### src/rtl/rhythm_pkg.sv
// Shared types and constants for the rhythm-game judging path.
package rhythm_pkg;

  typedef enum logic [1:0] {
    MISS    = 2'd0,
    GOOD    = 2'd1,
    PERFECT = 2'd2
  } grade_t;

  typedef enum logic [1:0] {
    IDLE   = 2'd0,
    FLIGHT = 2'd1,
    WINDOW = 2'd2,
    RESULT = 2'd3
  } lane_state_t;

  localparam int unsigned PTS_PERFECT = 3;
  localparam int unsigned PTS_GOOD    = 1;
  localparam int unsigned NLANES      = 4;

endpackage

### src/rtl/hit_lane.sv
// One lane: note state, signed position counter and latched grade.
module hit_lane
  import rhythm_pkg::*;
#(
  parameter int TRAVEL_TICKS = 1000,
  parameter int PERFECT_WIN  = 30,
  parameter int GOOD_WIN     = 80,
  parameter int POS_W        = 12
) (
  input  logic        clk,
  input  logic        rst_n,
  input  logic        clr,
  input  logic        tick,
  input  logic        spawn,
  input  logic        press,
  input  logic        grant,
  output lane_state_t state,
  output grade_t      grade
);

  localparam logic signed [POS_W-1:0] TRAVEL_POS  = POS_W'(TRAVEL_TICKS);
  localparam logic signed [POS_W-1:0] GOOD_POS    = POS_W'(GOOD_WIN);
  localparam logic signed [POS_W-1:0] MISS_POS    = POS_W'(-(GOOD_WIN + 1));
  localparam logic        [POS_W-1:0] PERFECT_MAG = POS_W'(PERFECT_WIN);

  logic signed [POS_W-1:0] pos, pos_nxt, pos_dec;
  logic        [POS_W-1:0] mag;
  lane_state_t             state_nxt;
  grade_t                  grade_nxt;

  always_comb begin
    state_nxt = state;
    pos_nxt   = pos;
    grade_nxt = grade;
    pos_dec   = pos - POS_W'(1);
    mag       = pos[POS_W-1] ? POS_W'(-pos) : POS_W'(pos);
    unique case (state)
      IDLE: begin
        if (spawn) begin
          state_nxt = FLIGHT;
          pos_nxt   = TRAVEL_POS;
        end
      end
      FLIGHT: begin
        if (tick) begin
          pos_nxt = pos_dec;
          if (pos_dec <= GOOD_POS) state_nxt = WINDOW;
        end
      end
      WINDOW: begin
        // A press wins over a same-cycle tick and is graded on the pre-tick position.
        if (press) begin
          grade_nxt = (mag <= PERFECT_MAG) ? PERFECT : GOOD;
          state_nxt = RESULT;
        end else if (tick) begin
          pos_nxt = pos_dec;
          if (pos_dec == MISS_POS) begin
            grade_nxt = MISS;
            state_nxt = RESULT;
          end
        end
      end
      RESULT: begin
        if (grant) state_nxt = IDLE;
      end
      default: state_nxt = IDLE;
    endcase
  end

  always_ff @(posedge clk or negedge rst_n) begin
    if (!rst_n) begin
      state <= IDLE;
      pos   <= '0;
      grade <= MISS;
    end else if (clr) begin
      state <= IDLE;
      pos   <= '0;
      grade <= MISS;
    end else begin
      state <= state_nxt;
      pos   <= pos_nxt;
      grade <= grade_nxt;
    end
  end

endmodule

### src/rtl/hit_judge.sv
// Four-lane timing judge: spawn routing, result arbitration, score and combo.
module hit_judge
  import rhythm_pkg::*;
#(
  parameter int TRAVEL_TICKS = 1000,
  parameter int PERFECT_WIN  = 30,
  parameter int GOOD_WIN     = 80,
  parameter int POS_W        = 12
) (
  input  logic        clk,
  input  logic        rst_n,
  input  logic        clr,
  input  logic        tick,
  input  logic [3:0]  btn_pulse,
  input  logic        note_valid,
  input  logic [1:0]  note_lane,
  output logic        note_ready,
  output logic        judge_valid,
  output logic [1:0]  judge_lane,
  output logic [1:0]  judge_grade,
  output logic [15:0] score,
  output logic [9:0]  combo,
  output logic [9:0]  max_combo
);

  lane_state_t       lane_state [NLANES];
  grade_t            lane_grade [NLANES];
  logic [NLANES-1:0] spawn;
  logic [NLANES-1:0] grant;
  logic              sel_any;
  logic [1:0]        sel_lane;
  grade_t            sel_grade;
  logic [16:0]       score_sum;
  logic [15:0]       score_nxt;
  logic [9:0]        combo_nxt;
  logic [9:0]        max_nxt;

  assign note_ready = (lane_state[note_lane] == IDLE);

  for (genvar i = 0; i < NLANES; i++) begin : g_lane
    assign spawn[i] = note_valid && note_ready && (note_lane == 2'(i));

    hit_lane #(
      .TRAVEL_TICKS(TRAVEL_TICKS),
      .PERFECT_WIN (PERFECT_WIN),
      .GOOD_WIN    (GOOD_WIN),
      .POS_W       (POS_W)
    ) u_lane (
      .clk  (clk),
      .rst_n(rst_n),
      .clr  (clr),
      .tick (tick),
      .spawn(spawn[i]),
      .press(btn_pulse[i]),
      .grant(grant[i]),
      .state(lane_state[i]),
      .grade(lane_grade[i])
    );
  end

  always_comb begin
    grant    = '0;
    sel_any  = 1'b0;
    sel_lane = '0;
    for (int unsigned i = 0; i < NLANES; i++) begin
      if (!sel_any && lane_state[i] == RESULT) begin
        grant[i] = 1'b1;
        sel_any  = 1'b1;
        sel_lane = 2'(i);
      end
    end
    sel_grade = lane_grade[sel_lane];
  end

  always_comb begin
    unique case (sel_grade)
      PERFECT: score_sum = {1'b0, score} + 17'(PTS_PERFECT);
      GOOD:    score_sum = {1'b0, score} + 17'(PTS_GOOD);
      default: score_sum = {1'b0, score};
    endcase
    score_nxt = score_sum[16] ? '1 : score_sum[15:0];
    if (sel_grade == MISS) combo_nxt = '0;
    else if (combo == '1)  combo_nxt = combo;
    else                   combo_nxt = combo + 10'd1;
    max_nxt = (combo_nxt > max_combo) ? combo_nxt : max_combo;
  end

  always_ff @(posedge clk or negedge rst_n) begin
    if (!rst_n) begin
      judge_valid <= 1'b0;
      judge_lane  <= '0;
      judge_grade <= '0;
      score       <= '0;
      combo       <= '0;
      max_combo   <= '0;
    end else if (clr) begin
      judge_valid <= 1'b0;
      judge_lane  <= '0;
      judge_grade <= '0;
      score       <= '0;
      combo       <= '0;
      max_combo   <= '0;
    end else begin
      judge_valid <= sel_any;
      if (sel_any) begin
        judge_lane  <= sel_lane;
        judge_grade <= sel_grade;
        score       <= score_nxt;
        combo       <= combo_nxt;
        max_combo   <= max_nxt;
      end
    end
  end

endmodule

### config.mk
export PLATFORM = sky130hd
export DESIGN_NAME = hit_judge
export DESIGN_NICKNAME = d
export VERILOG_FILES = /design/src/rtl/rhythm_pkg.sv /design/src/rtl/hit_lane.sv /design/src/rtl/hit_judge.sv
export SDC_FILE = /design/constraint.sdc
export NUM_CORES = 1
export LEC_CHECK = 0
export ABC_AREA = 1
export BUFFER_PORTS_ARGS = -buffer_cell sky130_fd_sc_hd__clkbuf_2
export CORE_ASPECT_RATIO = 0.75
export CORE_UTILIZATION = 45
export CTS_BUF_LIST = sky130_fd_sc_hd__clkbuf_16
export DETAILED_ROUTE_END_ITERATION = 16
export GPL_TIMING_DRIVEN = 1
export MAX_ROUTING_LAYER = met4
export PLACE_DENSITY_LB_ADDON = 0.1
export SLEW_MARGIN = 15
export SYNTH_ARGS = -nofsm -noshare
export SYNTH_HDL_FRONTEND = slang
export SYNTH_SLANG_ARGS = --single-unit
### constraint.sdc
create_clock -name clk -period 4.4 [get_ports clk]
set_input_delay 0 -clock clk [delete_from_list [all_inputs] [get_ports clk]]
set_output_delay 0 -clock clk [all_outputs]
set_load 0.01 [all_outputs]
Word level (Yosys, flattened, before mapping)

Index checks and enable logic that the tools add are counted.
Widths: inputs -> output; s select.

Eq/ne operators: 50
Bitwise operators: 2
Div/mod/pow operators: 0
Magnitude comparators: 11
Reduce and logical (&&, ||, !) cells: 51
Multipliers: 0
Shift operators: 0
Mux-type cells: 116
$add $sub $neg: 11

Operator list:

| cell                  | number |
|---|---|
| $mux 12               | 20 |
| $pmux 12 s3           | 4 |
| $mux 2                | 66 |
| $mux 10               | 7 |
| $eq 12x8->1 const B   | 4 |
| $le 12x5->1 const B   | 4 |
| $le 12x8->1 const B   | 4 |
| $mux 16               | 3 |
| $neg 12->12           | 4 |
| $sub 12x2->12 const B | 4 |
| $ne 3x2->1 const B    | 12 |
| $pmux 17 s2           | 1 |
| $pmux 2 s4            | 4 |
| $ne 3x3->1 const B    | 8 |
| $reduce_and 3->1      | 8 |
| $reduce_and 6->1      | 4 |
| $reduce_bool 3->1     | 8 |
| $eq 2x2->1 const B    | 11 |
| $reduce_bool 4->1     | 5 |
| $add 16x1->17 const B | 1 |
| $add 16x2->17 const B | 1 |
| $ne 4x3->1 const B    | 4 |
| $ne 4x4->1 const B    | 4 |
| $logic_not 2->1       | 7 |
| other kinds (12)      | 43 |

Word-level logic and storage cells: 259
Output and inout port bits: 42
Bits in read-only memories: 0
Bits in latches: 0
Register bits after elaboration: 105
Memories: 0
Bits in writable memories: 0

Depth between registers and ports, before layout

Gate-level depths: netlist of the first run.

Word-level depth: 21
Gate-level depth with buffers: 24
Gate-level depth less buffers: 23

Cells and area by module

Synthesis of the first run repeated with hierarchy kept, for this count alone.

Cell total of the unflattened synthesis: 1319
Area, all modules: 8650.8 µm²

Modules (own cells, without submodules):

| module                           | cells an instance | area an instance (µm²) | times used | seq. area each (µm²) |
|---|---|---|---|---|
| hit_judge                        | 459               | 3011.6                 | 1          | 1026.0 |
| hit_lane at g_lane[1].u_lane ... | 219               | 1406.3                 | 2          | 400.4 |
| hit_lane at g_lane[0].u_lane     | 220               | 1482.7                 | 1          | 400.4 |
| hit_lane at g_lane[3].u_lane     | 202               | 1343.8                 | 1          | 400.4 |

Worst setup path after synthesis of the first run

No wires, ideal clock.

Path type: register to register
Start point: register g_lane[0].u_lane.state[0]
End point: register max_combo[3]
Cell stages (with the launch flop): 22
Period minus slack after synthesis: 3.720 ns
Setup time: 0.126 ns
Arrival time: 3.594 ns
Buffers on the path: 2
Required time: 4.274 ns
Slack: 0.680 ns
Path through: dfrtp_1 ha_1 or2_4 nor2_4 nand2_1 nand2_1 inv_1 o21ai_0 o22a_1 ha_1 clkbuf_1 inv_1 and3_1 ha_1 nand2_1 nor2_1 o211ai_1 o2111ai_1 nand2_1 nand2_1 buf_2 o21ai_0

Longest elaborated chain between the ends: 20
Elaborated cells on any way between the ends: 27

RTL lines:

| what                                                          | RTL line         | source |
|---|---|---|
| start: declaration                                            | hit_lane.sv:17   | `output lane_state_t state,` |
| start signal: assignment                                      | hit_lane.sv:80   | `state <= state_nxt;` |
| $eq 2x2->1 *                                                  | hit_judge.sv:66  | `if (!sel_any && lane_state[i] == RESULT) begin` |
| $mux 1 *                                                      | hit_judge.sv:66  |  |
| $logic_not 1->1                                               | hit_judge.sv:66  |  |
| $logic_and 1x1->1                                             | hit_judge.sv:66  |  |
| $mux 1                                                        | hit_judge.sv:66  |  |
| $logic_not 1->1                                               | hit_judge.sv:66  |  |
| $logic_and 1x1->1                                             | hit_judge.sv:66  |  |
| $mux 1                                                        | hit_judge.sv:66  |  |
| (+3 left out)                                                 | n/a              |  |
| $not 2->3 (not written as such)                               | hit_judge.sv:72  | `sel_grade = lane_grade[sel_lane];` |
| $bmux 2 s2                                                    | hit_judge.sv:72  |  |
| $mux 2 (not written as such) (2 in a row)                     | hit_judge.sv:72  |  |
| $logic_not 2->1                                               | hit_judge.sv:82  | `if (sel_grade == MISS) combo_nxt = '0;` |
| $mux 10                                                       | hit_judge.sv:82  |  |
| $gt 10x10->1 or $mux 10 (tied branches)                       | hit_judge.sv:85  | `max_nxt = (combo_nxt > max_combo) ? combo_nxt : max_combo;` |
| $reduce_bool 2->1 (no source line) or $mux 10 (tied branches) | n/a              |  |
| $reduce_and 2->1 (no source line) or $mux 10 (tied branches)  | n/a              |  |
| end signal: assignment                                        | hit_judge.sv:110 | `max_combo <= max_nxt;` |
| end: declaration                                              | hit_judge.sv:23  | `output logic [9:0] max_combo` |

Mark *: on every way between the ends. The rest lies on a longest branch, timed or not. The select of a mux whose other input is x is not followed.
A chain may end at the register's enable or synchronous reset.

Worst setup path in the final report of the first run

Start point: register g_lane[0].u_lane.state[0]
End point: register max_combo[0]

Same word-level chain as after synthesis.

==> key figures, run 1 <==
Drt
  – Antenna-violating nets left: 0
  – Wirelength per Cell: 13.5 um
  – Routed vias: 7,533
  – First DRT Iteration DRCs: 463
  – Post-route DRC violation count: 0
  – Vias per cell: 5.09
  – DRT Pass-1 Iters: 5
  – Total wire length: roughly 20,000 um

Floorplan
  – Core ar.: roughly 0.017 sq mm
  – Chip Height: around 120 um
  – IO Pins: 53
  – Die X: 156 um
  – Std cell rows: 41
  – Die ar.: 0.0183 sq mm
  – Initial Util: a little under half

STA
  – Clk_skew: ~9.4 ps
  – Minimum clock period: 3850 ps
  – Worst rel slew slack: between 30 and 40%
  – Fin Setup TNS: 0 ps
  – Final period util: 87.4%
  – Endpoints failing setup: 0
  – Worst slew pin tran: 945 ps
  – Max-slew violation count: 0
  – Final setup margin: 554 ps
  – Hold Vio Cnt, Final: 0
  – Fmax: 260 MHz
  – RSZ-0062 raised after global routing: no

Synth
  – Synth Area in Compound Gates: ~11%
  – Ys Warns: 0
  – Synth area leader: dfrtp_1
  – Synth Flop Type: dfrtp_1
  – Post-synthesis register bit count: 105
  – Adder-cell share of the synthesized area: 7.43%
  – Simple-Gate Fraction of Synth Area: 36.8%
  – Post-synthesis mux area share: 0%
  – Area contributors post-synth: dfrtp_1 33%, nand2_1 16%, inv_1 8.2%
  – Synthesized instance count: 1,192
  – Post-synth EDFFs: 0
  – XOR/XNOR Fraction of Synth Area: under 10%
  – Post-synthesis sequential area ratio: ~33%
  – Largest family of logic cells by synthesized area: simple AND/OR/NAND/NOR gates
  – Async SR Flop Fraction: 100%
  – Post-Syn Area: 0.00801 sq mm
  – Synth unique cells: 45
  – Synth Area per Inst: just under 7 sq um
  – Share of the synthesized area in the top cell type: approximately a third
  – Syn nets: 1,250

Worst hold path
  – Hold Startpoint: btn_pulse[2]
  – Worst Hold Class: in2reg

Cells and area
  – Commonest cells after routing, fill and taps aside: 342 x nand2_1, 174 x inv_1, 131 x nor2_1, 105 x dfrtp_1, 96 x nand3_1
  – Fill count: 1,733
  – Commonest non-fill, non-tap cell in the layout: nand2_1
  – Fraction of layout instances using a drive strength above 1: 10.6%
  – Diode count: 0
  – Synthesis-to-layout area growth: 9.84%
  – Nets@finish: 1,297

Placed design
  – Pre-CTS setup slack: 590 ps
  – Placed wire-length estimate: 15,200 um
  – RePlAce Congestion: 0.922
  – PortBufs: 52

Global routing
  – Number of global-route vias before repair: a little under 7,000
  – GRT Overall Usage: 23.6%
  – Largest net degree at the start of global routing: 73
  – Initial antenna violation count: 0
  – First-pass GRT wire length: 33,900 um
  – Grt ovf: 0

Clock tree
  – CTS buffer count: 9
  – Postcts setup bufs: 0
  – H-Tree Depth: 3
  – Root buffer cell: clkbuf_16
  – Clk slew on worst S/H paths: approximately 80 ps
  – Skew-Pair Late Insertion Delay: 370 ps
  – CTS tree: yes
  – # clock sinks: around 110
  – Clk buf depth: 2

Setup path
  – CP Cell Sequence: ha_1 -> or2_4 -> nor2_4 -> nand2_1 -> nand2_1 -> inv_1 -> o21ai_0 -> o22a_1 -> ha_1 -> inv_1 -> and3_1 -> ha_1 -> nand2_1 -> nor2_1 -> o211ai_1 -> o2111ai_1 -> nand2_1 -> nand2_1 -> inv_1 -> nand2_1 -> o21ai_0
  – FF-to-FF Start: g_lane[0].u_lane.state[0]
  – CP peak stage delay: around 430 ps
  – Crit path capture type: flop
  – CP Max Fanout: 15
  – Slowest CP cell: dfrtp_1
  – Number of buffers and inverters on the critical path: 3
  – Critical Path AT: 4080 ps
  – Delay-heaviest family, CP: simple AND/OR/NAND/NOR gates
  – Data required, critical path: 4640 ps
  – Crit path launch: g_lane[0].u_lane.state[0]
  – Most frequent CP cell: nand2_1
  – Kind of critical path: reg2reg
  – Startpoint types: flop

Power and ir drop
  – Max IR drop VDD: 307 uV
  – PD cells: 604 mW/mm^2
  – Pleak: 4.47 nW
  – Final total power: 5.31 mW

Run
  – Max Cap Viol: 0

Run status
  – Status: complete, no violations
-- cell type report --
type	count	area, sq um	share of cell area [%]
flip-flops and latches	105	2630	29.9
multi-input cells	881	4550	51.7
clock buffers	9	225	2.56
well taps	236	295	3.36
inverters	184	691	7.85
repair buffers	58	310	3.53
clock inverters	7	98.8	1.12
-- power by group --
group | switching (mW) | internal, mW | total [mW]
registers | 0.256 | 1.20 | 1.45
logic | 1.99 | 0.948 | 2.94
clock network | 0.411 | 0.506 | 0.918
total | 2.66 | 2.65 | 5.31
-- worst min-delay path, stage by stage --
cell      delay, ps
clkbuf_2        100
inv_1           100
nor3_2           60
nand2_1          60
nand2_1          50
-- timing repair --
action                                 4_1_cts  5_1_grt
gates resized for setup                      0        0
hold buffers                                 1        0
endpoints found under the hold margin       71        0
-- flip-flops by register name, summed over array words and instances (netlist names) --
| register | count |
|---|---|
| g_lane.u_lane.state | 8 |
| combo | 10 |
| g_lane.u_lane.pos | 48 |
| judge_valid | 1 |
| g_lane.u_lane.grade | 8 |
| score | 16 |
| max_combo | 10 |
| judge_lane | 2 |
| judge_grade | 2 |
-- Yosys cell counts, types with 11 or more instances --
| cell | n |
|---|---|
| inv_1 | 174 |
| dfrtp_1 | 105 |
| o22ai_1 | 33 |
| nor3_1 | 14 |
| o21ai_0 | 58 |
| nor2_2 | 15 |
| a21oi_1 | 15 |
| nand2_1 | 342 |
| nor2_1 | 131 |
| nand4_1 | 17 |
| o21ai_1 | 30 |
| ha_1 | 46 |
| nand3_1 | 96 |
| xor2_1 | 11 |
-- final timing paths --
path / end / depth (start not counted) / slack, ps
max: max_combo[0] / 21 / 550
min: g_lane[2].u_lane.grade[0] / 5 / 30
max reg2reg: max_combo[0] / 21 / 550
min reg2reg: g_lane[1].u_lane.grade[0] / 2 / 500
max in group asynchronous: g_lane[1].u_lane.state[1] / 3 / 3060
min in group asynchronous: g_lane[3].u_lane.pos[3] / 2 / 310
-- logic make-up after synthesis --
kind of cell / Yosys count
compound gates: 157
xor+xnor: 14
fa+ha+maj: 47
buf+inv: 206
flops: 105
simple gates: 663
-- stage by stage --
step	util (%)	std cells	hold slack, ps	instance area, sq um
2_1_floorplan	-	1192	-296	8010
3_3_place_gp	49.4	1463	206	8470
3_5_place_dp	49.4	1463	212	8470
4_1_cts	51.4	1480	31.5	8800
5_1_grt	51.4	1480	48.0	8800
6_report	51.4	1480	30.4	8800
-- metal layers --
layer | routed length [um] | vias to the layer above | track usage (%)
li1 | - | 3916 | -
met1 | 10400 | 3435 | 35.2
met2 | 8470 | 170 | 33.4
met3 | 1030 | 12 | 4.12
met4 | 149 | 0 | 4.04
met5 | 0 | - | -
No activity file was read; power rests on OpenSTA's default activity.
==> run 2: changes to the inputs <==
CORE_MARGIN = 4   (was not set)
==> run 2 against run 1 <==
  * Cell area fell by 0.84%
  * Cell count down 0.20%
  * Fmax decreased by 0.77%
  * Wire length decreased by 0.43%
  * Core utilization is 0.43 points lower
==> key figures, run 2 (synthesis gave the netlist of run 1 again) <==
Power and ir drop
  – Pleak: approximately 4.4 nW
  – Max IR drop VDD: about 350 uV
  – Internal: 2.52 mW
  – Combinational share of power: between 50% and 60%
  – Net Sw Frac: 50.7%
  – P_sw: about 2.6 mW
  – Sequential power share: between 20 and 30%
  – Clock share of power: between 10% and 20%
  – PD cells: 585 mW/mm^2

Setup path
  – Slowest CP cell: dfrtp_1
  – CP peak stage delay: 430 ps
  – Kind of critical path: reg2reg
  – Data required, critical path: 4640 ps
  – Most frequent CP cell: nand2_1
  – Startpoint types: flop
  – Crit path capture type: flop
  – Critical Path AT: 4110 ps
  – CP Max Fanout: 15
  – CP Cell Sequence: ha_1 -> or2_4 -> nor2_4 -> nand2_1 -> nand2_1 -> inv_1 -> o21ai_0 -> o22a_1 -> ha_1 -> inv_1 -> and3_1 -> ha_1 -> nand2_1 -> nor2_1 -> o211ai_1 -> o2111ai_1 -> nand2_1 -> nand2_1 -> inv_1 -> nand2_1 -> o21ai_0

Floorplan
  – Std cell rows: 41
  – Die ar.: 0.0200 sq mm
  – Die X: ~160 um
  – Core ar.: around 0.017 sq mm
  – Chip Height: 124 um
  – Initial Util: a little under half
  – IO Pins: 53

STA
  – Max-slew violation count: 0
  – Worst rel slew slack: 36.6%
  – Fin Setup TNS: 0 ps
  – Minimum clock period: 3880 ps
  – Worst slew pin tran: 951 ps
  – Endpoints failing setup: 0
  – Final period util: roughly nine tenths
  – RSZ-0062 raised after global routing: no
  – Hold Vio Cnt, Final: 0
  – Fmax: roughly 260 MHz
  – WHS: 37.5 ps
  – Clk_skew: about 3.9 ps

Clock tree
  – H-Tree Depth: 3
  – Post_cts resized: 0
  – Skew-Pair Late Insertion Delay: 350 ps
  – Cts hold-fix bufs: 1
  – Postcts setup bufs: 0
  – # clock sinks: 105
  – CTS buffer count: 9
  – CTS tree: yes
  – Root buffer cell: clkbuf_16
  – Clk buf depth: 2
  – Clk slew on worst S/H paths: 70 ps

Run
  – Max Cap Viol: 0

Cells and area
  – Synthesis-to-layout area growth: 8.92%
  – Largest register FFs: 48
  – Largest Register: g_lane.u_lane.pos
  – Diode count: 0
  – Nets@finish: 1,297
  – Commonest non-fill, non-tap cell in the layout: nand2_1
  – Fraction of layout instances using a drive strength above 1: 10.4%
  – Commonest cells after routing, fill and taps aside: 342 x nand2_1, 175 x inv_1, 131 x nor2_1, 105 x dfrtp_1, 96 x nand3_1
  – Top flop regs: g_lane.u_lane.pos: 48 flops, score: 16 flops
  – Final Util: between 50% and 60%
  – Final std cells w/o fill: 1,477

Worst hold path
  – Worst Hold Class: in2reg

Placed design
  – PortBufs: 52
  – RePlAce Congestion: 0.917
  – Placed insts: 1,463
  – Placed wire-length estimate: 15,300 um

Global routing
  – First-pass GRT wire length: 33,700 um
  – GRT Overall Usage: 21.1%
  – Grt ovf: 0
  – Number of global-route vias before repair: a little under 7,000
  – Initial antenna violation count: 0
  – Largest net degree at the start of global routing: between 70 and 80

Drt
  – Total wire length: 19,900 um
  – DRT Pass-1 Iters: 5
  – Post-route DRC violation count: 0
  – Vias per cell: 5.03
  – Antenna-violating nets left: 0
  – First DRT Iteration DRCs: 591
  – Routed vias: 7,433
  – Wirelength per Cell: 13.5 um

Run status
  – Status: complete, no violations
==> run 2: changes by cell type in the layout (fill, tap and decap cells not counted), sizes merged <==
cell,previous run,this run
inv,185,182
bufinv,2,0
clkinv,4,5
clkinvlp,0,1
==> run 2: per-layer routing <==
layer  GRT usage [%]  wire, um  up-vias
met5               -         0        -
met4            3.91       193        0
met3            3.93       948       12
met2            30.9      8260      152
met1            31.0     10500     3350
li1                -         -     3919
==> run 2: final timing paths <==
path / slack (ps) / depth (start not counted) / endpoint / startpoint
min in group asynchronous: 340 / 2 / g_lane[3].u_lane.pos[2] / rst_n
worst max register to register: 520 / 21 / max_combo[0] / g_lane[0].u_lane.state[0]
worst min register to register: 490 / 2 / g_lane[1].u_lane.grade[1] / g_lane[1].u_lane.grade[1]
worst min-delay path: 40 / 5 / g_lane[2].u_lane.grade[0] / btn_pulse[2]
max in group asynchronous: 3050 / 3 / g_lane[1].u_lane.pos[9] / rst_n
worst max-delay path: 520 / 21 / max_combo[0] / g_lane[0].u_lane.state[0]
==> run 2: power groups by stage <==
stage / Sequential, mW / Combinational (mW) / Clock (mW)
2_1_floorplan: 1.41 / 2.29 / 0
3_3_place_gp: 1.47 / 2.89 / 0
3_5_place_dp: 1.47 / 2.89 / 0
4_1_cts: 1.45 / 2.91 / 0.761
5_1_grt: 1.49 / 3.35 / 0.803
6_report: 1.46 / 2.92 / 0.728
==> run 2: layout make-up <==
cell class	instances	area, sq um
Sequential cell	105	2630
Fill cell	1748	8410
Timing Repair Buffer	58	310
Clock buffer	9	225
Inverter	184	691
Clock inverter	4	25.0
Multi-Input combinational cell	881	4550
Tap cell	236	295
==> run 2: stage by stage <==
step	setup WS, ps	total power [mW]	instance area, sq um
floorplan	680	3.70	8010
global placement	697	4.36	8470
detailed placement	526	4.36	8470
CTS	517	5.12	8730
global route	41.6	5.64	8730
finish	524	5.11	8730
==> run 2: critical path, delay by kind of cell (launching register included) <==
family | cells | cell delay [ps]
adder cells (fa/ha/maj) | 3 | 720
flip-flops | 1 | 430
buffers and inverters | 3 | 400
AND/OR/NAND/NOR | 10 | 1570
AO/OA/AOI/OAI | 5 | 630
